## config.mk

```make
export PLATFORM = sky130hd
export DESIGN_NAME = uart_tx_arbiter
export DESIGN_NICKNAME = d
export VERILOG_FILES = /design/src/rtl/uart_tx_arbiter_pkg.sv /design/src/rtl/uart_tx_arbiter_rr_select.sv /design/src/rtl/uart_tx_arbiter.sv
export SDC_FILE = /design/constraint.sdc
export NUM_CORES = 1
export LEC_CHECK = 0
export ABC_AREA = 1
export CORE_AREA = 4 4 49 73
export CTS_BUF_LIST = sky130_fd_sc_hd__clkbuf_4
export CTS_CLUSTER_DIAMETER = 40
export DETAILED_ROUTE_END_ITERATION = 8
export DIE_AREA = 0 0 53 77
export PLACE_DENSITY = 0.79
export RECOVER_POWER = 100
export SYNTH_ARGS = -nofsm -noshare
export SYNTH_HDL_FRONTEND = slang
export SYNTH_SLANG_ARGS = --single-unit
```

## constraint.sdc

```tcl
create_clock -name Clock -period 2.1 [get_ports Clock]
set_clock_uncertainty 0.1 [all_clocks]
set_input_delay 0.315 -clock Clock [delete_from_list [all_inputs] [get_ports Clock]]
set_output_delay 0.315 -clock Clock [all_outputs]
set_load 0.05 [all_outputs]
```

## src/rtl/uart_tx_arbiter_pkg.sv

```systemverilog
// uart_tx_arbiter shared definitions:
// FSM encoding and width helper.
package uart_tx_arbiter_pkg;

  localparam logic [0:0] StIdle  = 1'b0;
  localparam logic [0:0] StGrant = 1'b1;

  // Minimum one bit so degenerate sizes still get a legal vector.
  function automatic int log2(input int value);
    return (value <= 2) ? 1 : $clog2(value);
  endfunction

endpackage

```

## src/rtl/uart_tx_arbiter_rr_select.sv

```systemverilog
// Round-robin first-set search:
// lowest index at or above Start, wrapping.
module rr_select
  import uart_tx_arbiter_pkg::*;
#(
  parameter int Requesters = 4,
  parameter int IdxWidth   = log2(Requesters)
) (
  input  logic [Requesters-1:0] Request,
  input  logic [IdxWidth-1:0]   Start,
  output logic [IdxWidth-1:0]   Index,
  output logic                  Any
);

  logic [IdxWidth-1:0] cand;

  // Walk downward so the nearest candidate is written last.
  always_comb begin
    Index = '0;
    Any   = 1'b0;
    cand  = '0;
    for (int k = Requesters - 1; k >= 0; k--) begin
      cand = IdxWidth'((int'(Start) + k) % Requesters);
      if (Request[cand]) begin
        Index = cand;
        Any   = 1'b1;
      end
    end
  end

endmodule

```

## src/rtl/uart_tx_arbiter.sv

```systemverilog
// Packet-oriented round-robin arbiter
// feeding one UART transmitter byte channel.
module uart_tx_arbiter
  import uart_tx_arbiter_pkg::*;
#(
  parameter int Width      = 8,
  parameter int Requesters = 4,
  parameter int MaxBurst   = 16
) (
  input  logic                          Clock,
  input  logic                          Reset,
  input  logic [Requesters*Width-1:0]   DataIn,
  input  logic [Requesters-1:0]         DataInValid,
  input  logic [Requesters-1:0]         DataInLast,
  output logic [Requesters-1:0]         DataInReady,
  output logic [Width-1:0]              DataOut,
  output logic                          DataOutValid,
  input  logic                          DataOutReady,
  output logic [Requesters-1:0]         Grant,
  output logic                          Busy
);

  localparam int IdxWidth = log2(Requesters);
  localparam int BCWidth  = log2(MaxBurst + 1);

  logic [0:0]          state;
  logic [IdxWidth-1:0] pointer;
  logic [IdxWidth-1:0] g;
  logic [BCWidth-1:0]  burstCount;

  logic [IdxWidth-1:0] selIdx;
  logic                selAny;
  logic [IdxWidth-1:0] nextPtr;
  logic                xfer;
  logic                lastBeat;
  logic [Width-1:0]    lane [Requesters];

  for (genvar i = 0; i < Requesters; i++) begin : gLane
    assign lane[i] = DataIn[i*Width +: Width];
  end

  rr_select #(
    .Requesters(Requesters),
    .IdxWidth  (IdxWidth)
  ) uSelect (
    .Request(DataInValid),
    .Start  (pointer),
    .Index  (selIdx),
    .Any    (selAny)
  );

  assign Busy = Reset && (state == StGrant);

  always_comb begin
    Grant        = '0;
    DataInReady  = '0;
    DataOut      = '0;
    DataOutValid = 1'b0;
    if (Busy) begin
      Grant[g]       = 1'b1;
      DataInReady[g] = DataOutReady;
      DataOut        = lane[g];
      DataOutValid   = DataInValid[g];
    end
  end

  assign xfer     = DataOutValid && DataOutReady;
  assign lastBeat = DataInLast[g] ||
                    (burstCount == BCWidth'(MaxBurst - 1));
  assign nextPtr  = (g == IdxWidth'(Requesters - 1)) ?
                    '0 : g + IdxWidth'(1);

  always_ff @(posedge Clock) begin
    if (!Reset) begin
      state      <= StIdle;
      pointer    <= '0;
      g          <= '0;
      burstCount <= '0;
    end else if (state == StIdle) begin
      if (selAny) begin
        state      <= StGrant;
        g          <= selIdx;
        burstCount <= '0;
      end
    end else if (xfer) begin
      burstCount <= burstCount + BCWidth'(1);
      if (lastBeat) begin
        state   <= StIdle;
        pointer <= nextPtr;
      end
    end
  end

endmodule

```

==> impl_metrics.ini <==
[floorplanning]
ios = 61
rows = 24
core_area_um2 = 2913
die_area_um2 = 4081
start_util_pct = 39.00
die_y_um = 77
die_w_um = 53

[power_and_ir_drop]
p_per_area_nw_per_um2 = 488.0
peakVddDrop_uv = 335.5
p_leak_nw = 0.8388

[grt]
grt_pass1_vias = 1397
grtUsageTotal_pct = 18.07
grt_start_max_net_pins = 17
antenna_found_initial = 0
overflow = 0
grt_pass1_wl_mm = 5.727

[detailed_routing]
drt-wirelength-per-cell_um = 11.41
first_pass_iters = 4
via_count = 1458
routed_wl_mm = 3.492
postRouteAntennaNets = 0
drc = 0
drt-initial-drc-count = 21
vias_per_cell = 4.765

[clock_tree]
clk_pin_slew_worst_paths_ns = 0.06
cts.repair.resized = 0
cts_sinks = 10
cts_setup_buffers = 0
cts.path.max_buffers = 2
htreeDepth = 1
clock_latency_ns = 0.26
cts_tree = yes
postCtsHoldBufs = 0
cts_buffers = 3
cts_root_buf = clkbuf_4

[worst_setup_path]
cp-start-kind = flop
end_kind = output pin
reg2reg_to = burstCount[4]
arrival_ns = 1.57
crit_path_max_fanout = 12
crit_type = reg -> out
ff2ff_setup_slack_ns = 0.36
endpoint = DataInReady[0]
timing.rr.start = pointer[0]
critical_path_required_ns = 1.68
worstSetupStartpoint = g[1]
reg2reg_depth = 12

[job]
drv_cap = 0

[synth]
synth_seq_cells = 10
synthFlopType = dfxtp_1
synth-edff-count = 0
syn-num-nets = 254
synth_area_um2 = 1136
yosysSeqAreaShare_pct = 17.62
synthArstFlopShare_pct = 0
yosysWarnings = 0
synth_cells = 205
ys_types = 26
avgSynthCellArea_um2 = 5.542

[sta]
rsz0062_at_grt = false
tightestPinTransition_ns = 0.5172
slew_headroom_pct = 65.46
hold_slack_ns = 0.3718
hold_viol = 0
final_max_slew_viol_count = 0
setup_viol = 0
finalCriticalPeriod_ns = 1.988
fmax_mhz = 503.1
fin_crit_sh_pct = 94.66

[cells_and_area]
nNetsFinal = 318
fill_cells = 284
drive_gt1_share_pct = 19.10
diodes = 0
multi_input_area_um2 = 859.6
final_core_util_pct = 63.49
seq_area_um2 = 200.2
synthToLayoutAreaGrowth_pct = 62.77

[min_path]
hold_depth = 2
min_path_type = reg -> reg

[run_status]
status = completed

[placement]
globalplace.congestion = 0.7704
place.port_buffers = 60
dp_hpwl_mm = 2.938
## sequential cells by signal (all words and copies together), names as in the netlist
register / cells
burstCount: 5
state: 1
g: 2
pointer: 2
## placed cells by master (no fill, tap or decap), drive strengths merged, types with 2 or more instances in the layout
cell and n:
nand2 48, nor3 5, dfxtp 10, ha 6, o21ai 26, buf 15, o22ai 2, inv 22
clkbuf 12, nand3 8, a21oi 15, nor2 51, clkdlybuf4s50 42
## Yosys cell counts, types with 2 or more instances
cell      count  area [µm²]
nand2_1      41       153.9
nand2_4       2       22.52
clkbuf_1      3       11.26
nor3_1        5       25.02
buf_2         3       15.01
o22ai_1       2       12.51
nand2_2       5       31.28
nor2_1       49       183.9
ha_1          6       75.07
inv_1        20       75.07
o21ai_0      25       125.1
nand3_1       7       35.03
a21oi_1      15       75.07
dfxtp_1      10       200.2
## logic make-up (layout without fill, tap and decap cells)
kind of cell | after synthesis | after routing | share of synthesized area (%)
xor gates and xnor gates | 1 | 1 | 0.7711
and+or+nand+nor | 114 | 114 | 43.39
buffers and inverters | 30 | 92 | 11.45
DFF | 10 | 10 | 17.62
adders and majority gates | 6 | 6 | 6.608
AOI/OAI and AO/OA | 44 | 44 | 20.15
## cell type report
| class | count | area share, % |
|---|---|---|
| inverters | 22 | 4.601 |
| repair buffers | 67 | 34.24 |
| flip-flops and latches | 10 | 10.83 |
| clock buffers | 3 | 1.218 |
| multi-input cells | 165 | 46.48 |
| well taps | 39 | 2.639 |
## layer usage
layer / global-route usage (%) / wire, µm
met5: 0 / 0
met4: 6.394 / 46
met3: 2.519 / 205
met2: 35.32 / 1910
met1: 17.97 / 1329
## stage by stage
stage	power, mW	area (µm²)	setup TNS (ns)	worst slack, ns	instances
CTS	0.9389	1926	0	0.07221	306
global route	0.9726	1849	0	0.0008773	306
detailed placement	0.8103	1903	0	0.1576	303
floorplan	0.5916	1204	-0.1060	-0.05910	205
global placement	0.8025	1903	0	0.1789	303
finish	0.9025	1849	0	0.1121	306
## where the power goes
part	total [mW]	internal [mW]	switching, mW
logic	0.560	0.215	0.345
registers	0.214	0.203	0.0113
clock network	0.128	0.0661	0.0622
## critical path, cell delays in order, from the launching register on
cell and delay [ns]:
dfxtp_1 0.31, inv_1 0.31, ha_1 0.23, inv_1 0.08, nor3_4 0.15, buf_4 0.22
## worst min-delay path by stage
| stage | to | startpoint |
|---|---|---|
| 3_5_place_dp | burstCount[4] | burstCount[4] |
| 5_1_grt | burstCount[1] | burstCount[1] |
| 6_report | burstCount[1] | burstCount[1] |
| 3_3_place_gp | burstCount[4] | burstCount[4] |
| 2_1_floorplan | burstCount[4] | burstCount[4] |
| 4_1_cts | burstCount[1] | burstCount[1] |
(Power assumes the default switching activity.)
